## config.mk

```make
export PLATFORM = sky130hd
export DESIGN_NAME = seq_sample_feeder
export DESIGN_NICKNAME = d
export VERILOG_FILES = /design/src/rtl/seq_feeder_pkg.sv /design/src/rtl/seq_fifo.sv /design/src/rtl/seq_sample_feeder.sv
export SDC_FILE = /design/constraint.sdc
export NUM_CORES = 1
export LEC_CHECK = 0
export CAP_MARGIN = 0
export CORE_AREA = 4 4 107 109
export DETAILED_ROUTE_END_ITERATION = 10
export DIE_AREA = 0 0 111 113
export PLACE_DENSITY = 0.78
export REMOVE_ABC_BUFFERS = 1
export SLEW_MARGIN = 25
export SYNTH_ARGS = -nofsm -noshare
export SYNTH_HDL_FRONTEND = slang
export SYNTH_SLANG_ARGS = --single-unit
```

## constraint.sdc

```tcl
create_clock -name clk -period 4.04 [get_ports clk]
set_input_delay 0.606 -clock clk [delete_from_list [all_inputs] [get_ports clk]]
set_output_delay 0.606 -clock clk [all_outputs]
set_load 0.005 [all_outputs]
```

## src/rtl/seq_feeder_pkg.sv

```systemverilog
// -----------------------------------------------------------------------------
// seq_feeder_pkg
// Shared types for the sample feeder that sits in front of the running
// second-largest tracker.
//   state_t            : feeder sequencing state (FIRST / MID / CLEAR)
//   entry_t            : FIFO entry layout {data, last} at the default width.
//                        The top module declares the same layout at its
//                        DATA_WIDTH.
//   DEFAULT_DATA_WIDTH : default sample word width
// -----------------------------------------------------------------------------
package seq_feeder_pkg;

  localparam int DEFAULT_DATA_WIDTH = 32;

  typedef enum logic [1:0] {
    FIRST = 2'd0,
    MID   = 2'd1,
    CLEAR = 2'd2
  } state_t;

  typedef struct packed {
    logic [DEFAULT_DATA_WIDTH-1:0] data;
    logic                          last;
  } entry_t;

endpackage

```

## src/rtl/seq_fifo.sv

```systemverilog
// -----------------------------------------------------------------------------
// seq_fifo
// Synchronous first-word-fall-through FIFO. Storage is registered, so a word
// written at one edge is visible on o_rd_data from the following cycle.
// Ports:
//   clk, resetn        : clock, asynchronous active-low reset
//   i_push, i_wr_data  : write request and word (ignored while full)
//   i_pop              : advance the read pointer (ignored while empty)
//   o_rd_data          : word at the head
//   o_full, o_empty    : occupancy flags derived from the registered count
// -----------------------------------------------------------------------------
module seq_fifo #(
  parameter int WIDTH = 33,
  parameter int DEPTH = 4
) (
  input  logic             clk,
  input  logic             resetn,
  input  logic             i_push,
  input  logic [WIDTH-1:0] i_wr_data,
  input  logic             i_pop,
  output logic [WIDTH-1:0] o_rd_data,
  output logic             o_full,
  output logic             o_empty
);

  localparam int AW = (DEPTH > 1) ? $clog2(DEPTH) : 1;
  localparam int CW = AW + 1;

  logic [WIDTH-1:0] r_mem [DEPTH];
  logic [AW-1:0]    r_wr_ptr;
  logic [AW-1:0]    r_rd_ptr;
  logic [CW-1:0]    r_count;
  logic             w_do_push;
  logic             w_do_pop;

  assign o_full    = (r_count == CW'(DEPTH));
  assign o_empty   = (r_count == '0);
  assign w_do_push = i_push && !o_full;
  assign w_do_pop  = i_pop && !o_empty;
  assign o_rd_data = r_mem[r_rd_ptr];

  // Storage carries no reset; validity is tracked by the count alone.
  always_ff @(posedge clk) begin
    if (w_do_push) r_mem[r_wr_ptr] <= i_wr_data;
  end

  // DEPTH is a power of two, so pointer wrap is the natural overflow.
  always_ff @(posedge clk or negedge resetn) begin
    if (!resetn) begin
      r_wr_ptr <= '0;
      r_rd_ptr <= '0;
      r_count  <= '0;
    end else begin
      if (w_do_push) r_wr_ptr <= r_wr_ptr + AW'(1);
      if (w_do_pop)  r_rd_ptr <= r_rd_ptr + AW'(1);
      case ({w_do_push, w_do_pop})
        2'b10:   r_count <= r_count + CW'(1);
        2'b01:   r_count <= r_count - CW'(1);
        default: r_count <= r_count;
      endcase
    end
  end

endmodule

```

## src/rtl/seq_sample_feeder.sv

```systemverilog
// -----------------------------------------------------------------------------
// seq_sample_feeder
// Buffers end-of-sequence-tagged sample words and presents them one at a time
// to the second-largest tracker. After the last word of a sequence is taken,
// one bubble cycle carries an out_clear pulse that resets the tracker.
// Optional feature: define SEQ_SAMPLE_FEEDER_LEN_EN to add output seq_len, the
// saturating word count of the most recently completed sequence.
// Ports:
//   clk, resetn                       : clock, asynchronous active-low reset
//   in_valid/in_ready/in_data/in_last : upstream handshake
//   out_valid/out_ready/out_data      : downstream handshake
//   out_first                         : head word opens a sequence
//   out_clear                         : one-cycle downstream clear
//   seq_len (optional)                : length of the last finished sequence
// -----------------------------------------------------------------------------
module seq_sample_feeder
  import seq_feeder_pkg::*;
#(
  parameter int DATA_WIDTH = DEFAULT_DATA_WIDTH,
  parameter int DEPTH      = 4
) (
  input  logic                  clk,
  input  logic                  resetn,
  input  logic                  in_valid,
  output logic                  in_ready,
  input  logic [DATA_WIDTH-1:0] in_data,
  input  logic                  in_last,
  output logic                  out_valid,
  input  logic                  out_ready,
  output logic [DATA_WIDTH-1:0] out_data,
  output logic                  out_first,
  output logic                  out_clear
`ifdef SEQ_SAMPLE_FEEDER_LEN_EN
  ,
  output logic [DATA_WIDTH-1:0] seq_len
`endif
);

  typedef struct packed {
    logic [DATA_WIDTH-1:0] data;
    logic                  last;
  } feed_entry_t;

  state_t      r_state;
  state_t      w_state_nxt;
  logic        r_live;
  feed_entry_t w_wr_entry;
  feed_entry_t w_head;
  logic        w_full;
  logic        w_empty;
  logic        w_push;
  logic        w_pop;

  // Held low through reset so in_ready rises only after the first edge.
  always_ff @(posedge clk or negedge resetn) begin
    if (!resetn) r_live <= 1'b0;
    else         r_live <= 1'b1;
  end

  // Full blocks pushes even when a pop happens in the same cycle.
  assign in_ready   = r_live && !w_full;
  assign w_push     = in_valid && in_ready;
  assign w_pop      = out_valid && out_ready;
  assign w_wr_entry = '{data: in_data, last: in_last};

  seq_fifo #(
    .WIDTH (DATA_WIDTH + 1),
    .DEPTH (DEPTH)
  ) u_fifo (
    .clk       (clk),
    .resetn    (resetn),
    .i_push    (w_push),
    .i_wr_data (w_wr_entry),
    .i_pop     (w_pop),
    .o_rd_data (w_head),
    .o_full    (w_full),
    .o_empty   (w_empty)
  );

  always_ff @(posedge clk or negedge resetn) begin
    if (!resetn) r_state <= FIRST;
    else         r_state <= w_state_nxt;
  end

  always_comb begin
    w_state_nxt = r_state;
    case (r_state)
      FIRST:   if (w_pop) w_state_nxt = w_head.last ? CLEAR : MID;
      MID:     if (w_pop && w_head.last) w_state_nxt = CLEAR;
      CLEAR:   w_state_nxt = FIRST;
      default: w_state_nxt = FIRST;
    endcase
  end

  // CLEAR is the bubble: nothing is offered while the tracker resets.
  always_comb begin
    out_valid = 1'b0;
    out_first = 1'b0;
    out_clear = 1'b0;
    out_data  = '0;
    case (r_state)
      FIRST: begin
        out_valid = !w_empty;
        out_first = !w_empty;
      end
      MID:     out_valid = !w_empty;
      CLEAR:   out_clear = 1'b1;
      default: ;
    endcase
    if (out_valid) out_data = w_head.data;
  end

`ifdef SEQ_SAMPLE_FEEDER_LEN_EN
  logic [DATA_WIDTH-1:0] r_len_cnt;
  logic [DATA_WIDTH-1:0] r_seq_len;
  logic [DATA_WIDTH-1:0] w_len_nxt;

  function automatic logic [DATA_WIDTH-1:0] sat_inc(input logic [DATA_WIDTH-1:0] v);
    return (&v) ? v : v + DATA_WIDTH'(1);
  endfunction

  assign w_len_nxt = (r_state == FIRST) ? DATA_WIDTH'(1) : sat_inc(r_len_cnt);
  assign seq_len   = r_seq_len;

  // The final count is latched at the last pop, so it is visible in CLEAR.
  always_ff @(posedge clk or negedge resetn) begin
    if (!resetn) begin
      r_len_cnt <= '0;
      r_seq_len <= '0;
    end else if (w_pop) begin
      r_len_cnt <= w_len_nxt;
      if (w_head.last) r_seq_len <= w_len_nxt;
    end
  end
`endif

endmodule

```

# After elaboration in Yosys (flattened, before gate mapping)
# Memories as Yosys holds them, arrays and structs flattened.
# Cells that the tools add are included.
word_totals:
  reg_bits: 10
  mem_bits_rw: 132
  inputBits: 37
  out_inout_bits: 36
  mem_count: 1
  elab_cells: 41
mem_list:
  columns: ["name", "depth", "word_bits", "rd", "rd_ports_with_merged_regs", "wr", "line", "rtl"]
  rows:
  - ["u_fifo.r_mem", 4, 33, 1, 0, 1, "seq_fifo.sv:29", "logic [WIDTH-1:0] r_mem [DEPTH];"]
op_classes:
  n_eq_ne: 7
  n_mux: 11
  add_sub_neg: 4
  n_reduce_logical: 13
op_table:
  columns: ["operator", "n"]
  rows:
  - ["2-to-1 mux 32 bit", 1]
  - ["logical AND 1 bit", 6]
  - ["2-to-1 mux 2 bit", 3]
  - ["one-hot mux 3 bit (2 select lines)", 1]
  - ["2-to-1 mux 1 bit", 5]
  - ["adder 2 x 1 -> 2 bit (second input constant)", 2]
  - ["== test 2 x 1 -> 1 bit (second input constant)", 2]
  - ["== test 2 bit (second input constant)", 2]
  - ["one-hot mux 2 bit (2 select lines)", 1]
  - ["adder 3 x 1 -> 3 bit (second input constant)", 1]
  - ["== test 3 bit (second input constant)", 1]
  - ["logical NOT 3 bit", 1]
  - ["subtractor 3 x 1 -> 3 bit (second input constant)", 1]
  - ["logical NOT 1 bit", 2]
  - ["logical NOT 2 bit", 1]
  - ["inequality test 2 x 1 -> 1 bit (second input constant)", 1]
  - ["inequality test 2 bit (second input constant)", 1]
  - ["AND reduction 2 bit", 1]
  - ["nonzero test 2 bit", 1]
  - ["OR reduction 2 bit", 1]

# Longest topological paths before layout
# Gate-level depths: netlist of the first run.
depth:
  depth_word: 7
  depth_mapped: 8
  depth_no_buf: 8

# Cells and area by module
# A second synthesis of the first run with hierarchy kept.
hier_totals:
  cells_unflattened: 260
  area_unflattened_um2: 5630.4
modules_own_cells:
  columns: ["mod", "cells_each", "area_each_um2", "instances", "seq_area_each_um2"]
  rows:
  - ["seq_fifo", 210, 5238.8, 1, 4139.0]
  - ["seq_sample_feeder", 50, 391.6, 1, 75.1]

# Worst setup path after synthesis of the first run
# Ideal clock, no wire load.
synth_path:
  path_kind: "input to register"
  start: "input in_valid"
  end: "memory u_fifo.r_mem[0][0] (enable)"
  required_time_ns: 3.647
  t_arrival_ns: 1.839
  slack_ns: 1.808
  stages: 3
  path_buffers: 0
  setup_ns: 0.393
  cell_sequence: "nand2_1 > a21oi_1 > and2_1"
synth_via:
  elab_chain_cells: 4
synth_rtl:
  columns: ["element", "line", "rtl"]
  rows:
  - ["start: declaration", "seq_sample_feeder.sv:24", "input logic in_valid,"]
  - ["logical AND 1 bit", "seq_sample_feeder.sv:62", "assign w_push = in_valid && in_ready;"]
  - ["logical AND 1 bit", "seq_fifo.sv:38", "assign w_do_push = i_push && !o_full;"]
  - ["2-to-1 mux 1 bit", "seq_fifo.sv:44", "if (w_do_push) r_mem[r_wr_ptr] <= i_wr_data;"]
  - ["2-to-1 mux 1 bit (not written as such)", "seq_fifo.sv:44", null]
  - ["end: declaration", "seq_fifo.sv:29", null]
# Every way passes these cells.

# Worst setup path in the final report of the first run
layout_path:
  start: "register u_fifo.r_rd_ptr[0]"
  end: "output out_data[20]"
layout_via:
  elab_chain_cells: 2
layout_rtl:
  columns: ["element", "line", "rtl"]
  rows:
  - ["start: declaration", "seq_fifo.sv:31", "logic [AW-1:0] r_rd_ptr;"]
  - ["start signal: assignment", "seq_fifo.sv:55", "if (w_do_pop) r_rd_ptr <= r_rd_ptr + AW'(1);"]
  - ["memory read (4 x 33 bit)", null, null]
  - ["2-to-1 mux 32 bit", "seq_sample_feeder.sv:110", "if (out_valid) out_data = w_head.data;"]
  - ["end: declaration", "seq_sample_feeder.sv:30", "output logic [DATA_WIDTH-1:0] out_data,"]
# Every way passes these cells.

==> metrics.csv, run 1 <==
metric;value;unit
DRT antenna net count;0;
clock power share;0.312;
H-tree depth;4;
vias in the first global route;2813;
delay-heaviest family, CP;buffers and inverters;
Die H;113;µm
kind of critical path;flip-flop to primary output;
Fin. Hold Viols;0;
Final HPWL DP;5640;µm
status;complete, no violations;
worst r2r path cells;8;
max-cap violations;0;
Synth cell types;25;
top cells by area, synth;edfxtp_1 (70%), mux4_1 (13%), dfrtp_1 (4.4%);
Routability Congestion;0.731;
Comb power frac;0.299;
sequential cell area;0.00422;mm²
Initial DRT Pass Iterations;4;
first-pass GRT wire length;15200;µm
clock tree buffer depth;2;
Net Sw Frac;0.250;
FF+latch count, synth;142;
Ant. Diodes;0;
CP max stage delay;700;ps
I/O Pins;73;
total power;5120;µW
Final Setup Violations;0;
TNS Setup;0;ps
Initial DRC Count;131;
slew margin rel.;0.401;
synth warn;0;
pin count of the biggest net entering global routing;35;
layout cells sized above 1;0.131;
num rows;38;
Synth top area share;0.704;
slowest CP cell;dfrtp_2;
DRC viols;0;
actual slew at the worst max-slew pin;899;ps
top_reg_cell synth;edfxtp_1;
Pleak;0.00245;µW
P_sw;1280;µW
EDFF count, synth;132;
clock tree root driver cell;clkbuf_8;
Final Net Count;382;
CP required;3430;ps
Starting Density;0.531;
Fill cells;682;
GRT Util Overall;0.165;
postcts setup bufs;0;
area of the multi-input gates;0.00134;mm²
ys async rst share;0.0704;
Worst-path clk slew;60;ps
Crit path depth;4;
internal power;3840;µW
RSZ-0062 raised after global routing;false;
routed len/inst;19.7;µm
Die X;111;µm
CP Max Fanout;18;
Power Density;722;mW/mm²
CP Launch Type;flip-flop;
post_cts resized;0;
total gr overflow;0;
CTS Sinks;142;
sequential area share after synthesis;0.749;
CP bufs+invs;2;
via density per instance;5.44;
IO Port Bufs;72;
initial antenna violation count;0;
Hold/Removal Path Class;primary input to async pin;
Crit path arrival time;2750;ps
Reg power frac;0.389;
Worst VDD drop;0.000296;V
count leader, synth;edfxtp_1;
Slew Limit Fails;0;
Commonest cells post-synth;edfxtp_1 (132), and2_1 (37), mux4_1 (28);
mapped cell area;0.00563;mm²
worst-path cell chain;buf_4 -> mux4_1 -> and2_1 -> clkdlybuf4s50_1;
Worst Setup End Kind;primary output;
CTS tree;done;
Area Growth Syn to Fin;26.1;%
Final Cycle Share;0.830;
minimum clock period;3350;ps
Core Box Area;0.0106;mm²
area leader, netlist;edfxtp_1;
Mapped Avg Cell Area;22.0;µm²
full die area;0.0125;mm²
vias;2676;
clock latency on the worst-skew pair;520;ps
fmax;298;MHz
cell count after synthesis;256;
CTS Hold Bufs;0;
CTS buffer count;17;
Clock Skew;5.20;ps
total length of routed wires;9680;µm
## per-stage QoR
stage	hold WS [ps]	setup WS, ps	std cells	utilization	cell area, µm²
after floorplan	310	1430	245	-	5550
after global placement	512	1220	460	0.611	6480
after detailed placement	529	1220	460	0.611	6480
after CTS	401	641	492	0.670	7100
after global routing	433	589	492	0.670	7100
final	405	687	492	0.670	7100
## per-layer routing
layer | vias to the layer above | global-route usage | wire length [µm]
met5 | - | 0 | 0
met4 | 0 | 0.0665 | 141
met3 | 12 | 0.0513 | 447
met2 | 70 | 0.275 | 4960
met1 | 1376 | 0.202 | 4130
li1 | 1218 | - | -
## area by class of cell
type,instances,share of cell area
Sequential cell,142,0.594
Timing Repair Buffer,75,0.105
Clock buffer,20,0.0599
Clock inverter,12,0.0271
Tap cell,140,0.0247
Inverter,3,0.00159
Multi-Input combinational cell,100,0.188
## worst paths after layout
check	startpoint	to	slack, ps
max	u_fifo.r_rd_ptr[0]	out_data[20]	690
max in group asynchronous	resetn	u_fifo.r_rd_ptr[1]	3300
min in group clk	u_fifo.r_count[2]	u_fifo.r_count[2]	540
min reg2reg	u_fifo.r_count[2]	u_fifo.r_count[2]	540
max reg2reg	u_fifo.r_count[0]	u_fifo.r_count[2]	1820
min	resetn	u_fifo.r_count[0]	400
## power groups by stage
stage	logic, µW	clock network (µW)	registers, µW
detailed placement	1550	0	2020
CTS	1570	1620	2000
global placement	1520	0	2010
global route	1660	1700	2020
floorplan	747	0	1990
finish	1530	1600	1990
## layout by cell type (no fill, tap or decap), types with 4 or more instances in the layout
cell type / instances
and2_2: 4
mux4_1: 28
and2_1: 33
xnor2_1: 4
mux4_2: 5
ha_1: 5
clkdlybuf4s50_1: 72
edfxtp_1: 132
bufinv_16: 5
dfrtp_1: 8
clkbuf_16: 16
## registers in the layout, summed over array words and instances, names as in the netlist
signal,cells
u_fifo.r_mem,132
u_fifo.r_count,3
r_state,2
u_fifo.r_rd_ptr,2
u_fifo.r_wr_ptr,2
r_live,1
## kinds of logic after synthesis
kind of cell    synth area share
buf+inv                   0.0153
other cells             0.000666
flops                      0.749
xor+xnor                 0.00934
compound gates           0.00311
fa+ha+maj                 0.0147
mux                        0.155
simple gates              0.0536
## worst reg2reg max path, delay by kind of cell, from the launching register on
family | cells | cell delay, ps
AOI/OAI and AO/OA | 1 | 450
xor gates and xnor gates | 2 | 310
adders and majority gates | 2 | 630
buffers and inverters | 1 | 110
DFF | 1 | 440
and+or+nand+nor | 2 | 150
No activity file was read; power rests on OpenSTA's default activity.
==> run 2: changes to the inputs <==
Settings changed: CORE_AREA 4 4 107 109 to 4 4 113 115, DIE_AREA 0 0 111 113 to 0 0 117 119, PLACE_DENSITY 0.78 to 0.73.
Clock period 4.04 ns to 2.8 ns, I/O delays scaled along.
==> metrics.csv, run 2 (same netlist as run 1, synthesis figures left out) <==
metric;value;unit
status;complete, no violations;
full die area;0.0139;mm²
pre-CTS worst setup slack;348;ps
Area Growth Syn to Fin;27.4;%
Final Util;0.607;
CP required;2380;ps
reg2reg end;u_fifo.r_count[2];
DRT antenna net count;0;
routed len/inst;19.3;µm
Pleak;0.00247;µW
pin count of the biggest net entering global routing;26;
Worst-path clk slew;60;ps
clock latency on the worst-skew pair;410;ps
Crit path arrival time;2250;ps
CP bufs+invs;2;
Slew Limit Fails;0;
Core Box Area;0.0118;mm²
RSZ-0062 raised after global routing;false;
total length of routed wires;9760;µm
first-pass GRT wire length;15100;µm
clock tree buffer depth;2;
worst r2r path cells;7;
I/O Pins;73;
initial antenna violation count;0;
Reg-to-Reg Start;u_fifo.r_count[2];
kind of critical path;flip-flop to primary output;
largest registers;u_fifo.r_mem x132, u_fifo.r_count x3;
Clock Skew;5.86;ps
Post-Layout Inst Area;0.00717;mm²
CP Launch Type;flip-flop;
Final Net Count;390;
max-cap violations;0;
clock tree root driver cell;clkbuf_16;
CTS buffer count;17;
Hold/Removal Path Class;primary input to async pin;
Final Cycle Share;0.952;
fmax;375;MHz
most frequent cells in the layout;edfxtp_1 (132), clkdlybuf4s50_1 (72), and2_1 (33);
Final Setup Violations;0;
Starting Density;0.477;
Most flops, register;u_fifo.r_mem;
Final HPWL DP;6030;µm
Fill cells;872;
Post-DP Area;0.00661;mm²
Initial DRC Count;141;
num rows;40;
delay-heaviest family, CP;buffers and inverters;
CTS Hold Bufs;0;
Fin. Hold Viols;0;
Die X;117;µm
worst reg2reg setup slack;590;ps
WHS;330;ps
DRC viols;0;
worst-path cell chain;buf_12 -> mux4_1 -> and2_1 -> clkdlybuf4s50_1;
CP max stage delay;590;ps
layout cells sized above 1;0.162;
H-tree depth;4;
IO Port Bufs;72;
Power Density;1010;mW/mm²
slowest CP cell;mux4_1;
Setup WS post-layout;135;ps
Die H;119;µm
CP Max Fanout;20;
via density per instance;5.35;
Initial DRT Pass Iterations;4;
vias in the first global route;2848;
CTS tree;done;
Worst Setup End Kind;primary output;
GRT Util Overall;0.150;
most common cell after layout, fill and taps aside;edfxtp_1;
max reg flops;132;
Worst VDD drop;0.000452;V
vias;2705;
TNS Setup;0;ps
minimum clock period;2670;ps
Ant. Diodes;0;
CTS Sinks;142;
total gr overflow;0;
Routability Congestion;0.684;
run 2: cell types whose count changed in the layout (fill, tap and decap cells not counted), sizes merged:
cell,previous run,this run
buf,3,11
clkbuf,20,18
bufinv,5,1
inv,3,6
clkinvlp,1,3
run 2: layer usage:
layer | global-route usage | part of all wire | routed length (µm) | vias up
li1 | - | - | - | 1225
met1 | 0.177 | 0.42 | 4110 | 1390
met2 | 0.247 | 0.51 | 4950 | 72
met3 | 0.0473 | 0.052 | 508 | 18
met4 | 0.0724 | 0.019 | 189 | 0
met5 | 0 | 0 | 0 | -
run 2: worst reg2reg max path: cells and delay by family (launching register included):
family,cells,cell delay (ps)
xor gates and xnor gates,2,280
adders and majority gates,2,630
DFF,1,440
and+or+nand+nor,3,800
run 2: cell type report:
| cell class | count | area (µm²) | share of cell area |
|---|---|---|---|
| flip-flops and latches | 142 | 4220 | 0.588 |
| multi-input cells | 100 | 1350 | 0.188 |
| repair buffers | 83 | 870 | 0.121 |
| clock buffers | 18 | 429 | 0.0598 |
| well taps | 147 | 184 | 0.0256 |
| clock inverters | 13 | 116 | 0.0162 |
| inverters | 3 | 11.3 | 0.00157 |
run 2: where the power goes:
group	internal, µW	total [µW]	leakage [µW]	switching (µW)
sequential	2610	2780	0.00131	166
combinational	1490	2420	0.000897	929
clock	1220	2040	0.000263	827
total	5320	7240	0.00247	1920
run 2: timing repair:
| item | in CTS | in global routing |
|---|---|---|
| resized for setup | 1 | 2 |
| gates cloned | 0 | 0 |
| setup endpoints to repair | 25 | 18 |
| buffers inserted | 1 | 0 |
run 2: worst max-delay path by stage:
stage / start / end / slack [ps] / depth (start not counted)
6_report: u_fifo.r_rd_ptr[0] / out_data[11] / 130 / 4
5_1_grt: u_fifo.r_count[0] / out_data[25] / 8 / 5
4_1_cts: u_fifo.r_rd_ptr[0] / out_data[16] / 60 / 4
3_5_place_dp: u_fifo.r_count[0] / out_data[28] / 350 / 5
3_3_place_gp: u_fifo.r_rd_ptr[0] / out_data[16] / 370 / 4
2_1_floorplan: u_fifo.r_rd_ptr[0] / out_data[0] / 380 / 2
run 2: metrics by stage:
| step | power, µW | std cells |
|---|---|---|
| after CTS | 7330 | 506 |
| after floorplan | 3940 | 245 |
| after detailed placement | 5250 | 474 |
| after global placement | 5210 | 474 |
| final | 7240 | 506 |
| after global routing | 7620 | 506 |
==> run 3: changes to the inputs <==
Settings changed: CORE_AREA 4 4 113 115 to 4 4 87 149, DIE_AREA 0 0 117 119 to 0 0 91 153.
==> metrics.csv, run 3 (same netlist as run 1, synthesis figures left out) <==
metric;value;unit
status;complete, no violations;
layout cells sized above 1;0.163;
total length of routed wires;10400;µm
clock latency on the worst-skew pair;400;ps
Final Net Count;392;
CP Max Fanout;22;
num rows;52;
CTS Sinks;142;
full die area;0.0139;mm²
most frequent cells in the layout;edfxtp_1 (132), clkdlybuf4s50_1 (72), and2_1 (33);
most common cell after layout, fill and taps aside;edfxtp_1;
GRT Util Overall;0.154;
Initial DRT Pass Iterations;4;
routed len/inst;21.0;µm
IO Port Bufs;72;
Initial DRC Count;137;
Final Util;0.620;
CP Launch Type;flip-flop;
Area Growth Syn to Fin;28.9;%
Core Box Area;0.0117;mm²
Worst Setup End Kind;primary output;
vias;2711;
Fin. Hold Viols;0;
Power Density;1040;mW/mm²
I/O Pins;73;
Worst-path clk slew;60;ps
CTS buffer count;17;
worst r2r path cells;8;
minimum clock period;2690;ps
max reg flops;132;
TNS Setup;0;ps
pin count of the biggest net entering global routing;35;
Final Setup Violations;0;
max-cap violations;0;
CP required;2380;ps
clock tree buffer depth;2;
fmax;372;MHz
DRC viols;0;
Final Cycle Share;0.960;
clock tree root driver cell;clkbuf_16;
Die H;153;µm
Worst VDD drop;0.000533;V
first-pass GRT wire length;15800;µm
Starting Density;0.481;
Die X;91;µm
initial antenna violation count;0;
CTS tree;done;
Ant. Diodes;0;
via density per instance;5.47;
total gr overflow;0;
vias in the first global route;2945;
kind of critical path;flip-flop to primary output;
Most flops, register;u_fifo.r_mem;
Crit path arrival time;2270;ps
Routability Congestion;0.735;
H-tree depth;4;
Clock Skew;8.27;ps
Final HPWL DP;6110;µm
largest registers;u_fifo.r_mem x132, u_fifo.r_count x3;
RSZ-0062 raised after global routing;false;
Hold/Removal Path Class;primary input to async pin;
Slew Limit Fails;0;
CTS Hold Bufs;0;
Pleak;0.00252;µW
DRT antenna net count;0;
-- run 3: changes by cell type in the layout (fill, tap and decap cells not counted) --
cell / previous run / this run
clkinv_2: 4 / 2
bufinv_16: 1 / 4
clkinv_4: 2 / 3
buf_12: 5 / 6
clkinvlp_4: 3 / 2
dfrtp_2: 2 / 1
dfrtp_1: 8 / 9
clkinv_1: 0 / 1
nor2_2: 0 / 1
inv_6: 3 / 2
clkbuf_1: 1 / 0
-- run 3: worst paths after layout --
kind | start | end | slack (ps)
hold reg to reg | r_state[0] | r_state[0] | 570
hold / removal | resetn | u_fifo.r_count[2] | 340
setup / recovery | u_fifo.r_rd_ptr[0] | out_data[2] | 110
setup reg to reg | u_fifo.r_count[2] | u_fifo.r_count[2] | 480
min in group clk | r_state[0] | r_state[0] | 570
max in group asynchronous | resetn | u_fifo.r_rd_ptr[0] | 2120
-- run 3: routing by layer --
| layer | vias up | part of all wire | wire, µm | global-route usage |
|---|---|---|---|---|
| li1 | 1229 | - | - | - |
| met4 | 0 | 0.014 | 149 | 0.0683 |
| met3 | 9 | 0.035 | 369 | 0.0364 |
| met1 | 1405 | 0.37 | 3880 | 0.167 |
| met5 | - | 0 | 0 | 0 |
| met2 | 68 | 0.58 | 6000 | 0.282 |
-- run 3: per-stage QoR --
stage / power (µW) / instances / instance area (µm²) / hold WS, ps / setup WS (ps)
2_1_floorplan: 3940 / 245 / 5550 / 124 / 378
3_3_place_gp: 5250 / 463 / 6610 / 510 / 245
3_5_place_dp: 5300 / 463 / 6610 / 517 / 188
4_1_cts: 7650 / 495 / 7240 / 345 / 52.8
5_1_grt: 7930 / 496 / 7260 / 373 / 44.4
6_report: 7560 / 496 / 7260 / 336 / 111
-- run 3: area by class of cell --
class                      count  area, µm²
fill                         833       4460
sequential                   142       4220
multi-input combinational    101       1350
timing repair buffer          84        890
clock buffer                  17        425
clock inverter                14        193
tap                          135        169
inverter                       3       11.3
-- run 3: timing repair --
| item | in CTS | in global routing |
|---|---|---|
| buffers inserted | 1 | 0 |
| pin swaps | 0 | 1 |
| gates cloned | 0 | 1 |
| resized for setup | 2 | 1 |
| setup endpoints to repair | 25 | 10 |
-- run 3: worst max-delay path: stages, from the launching register on --
cell,delay (ps)
dfrtp_2,420
buf_12,210
mux4_1,590
and2_1,190
clkdlybuf4s50_1,450
-- run 3: where the power goes --
group	total, µW	leakage (µW)	switching [µW]	internal [µW]
registers	2730	0.00132	119	2610
logic	2530	0.000906	1010	1520
clock network	2290	0.000297	808	1490
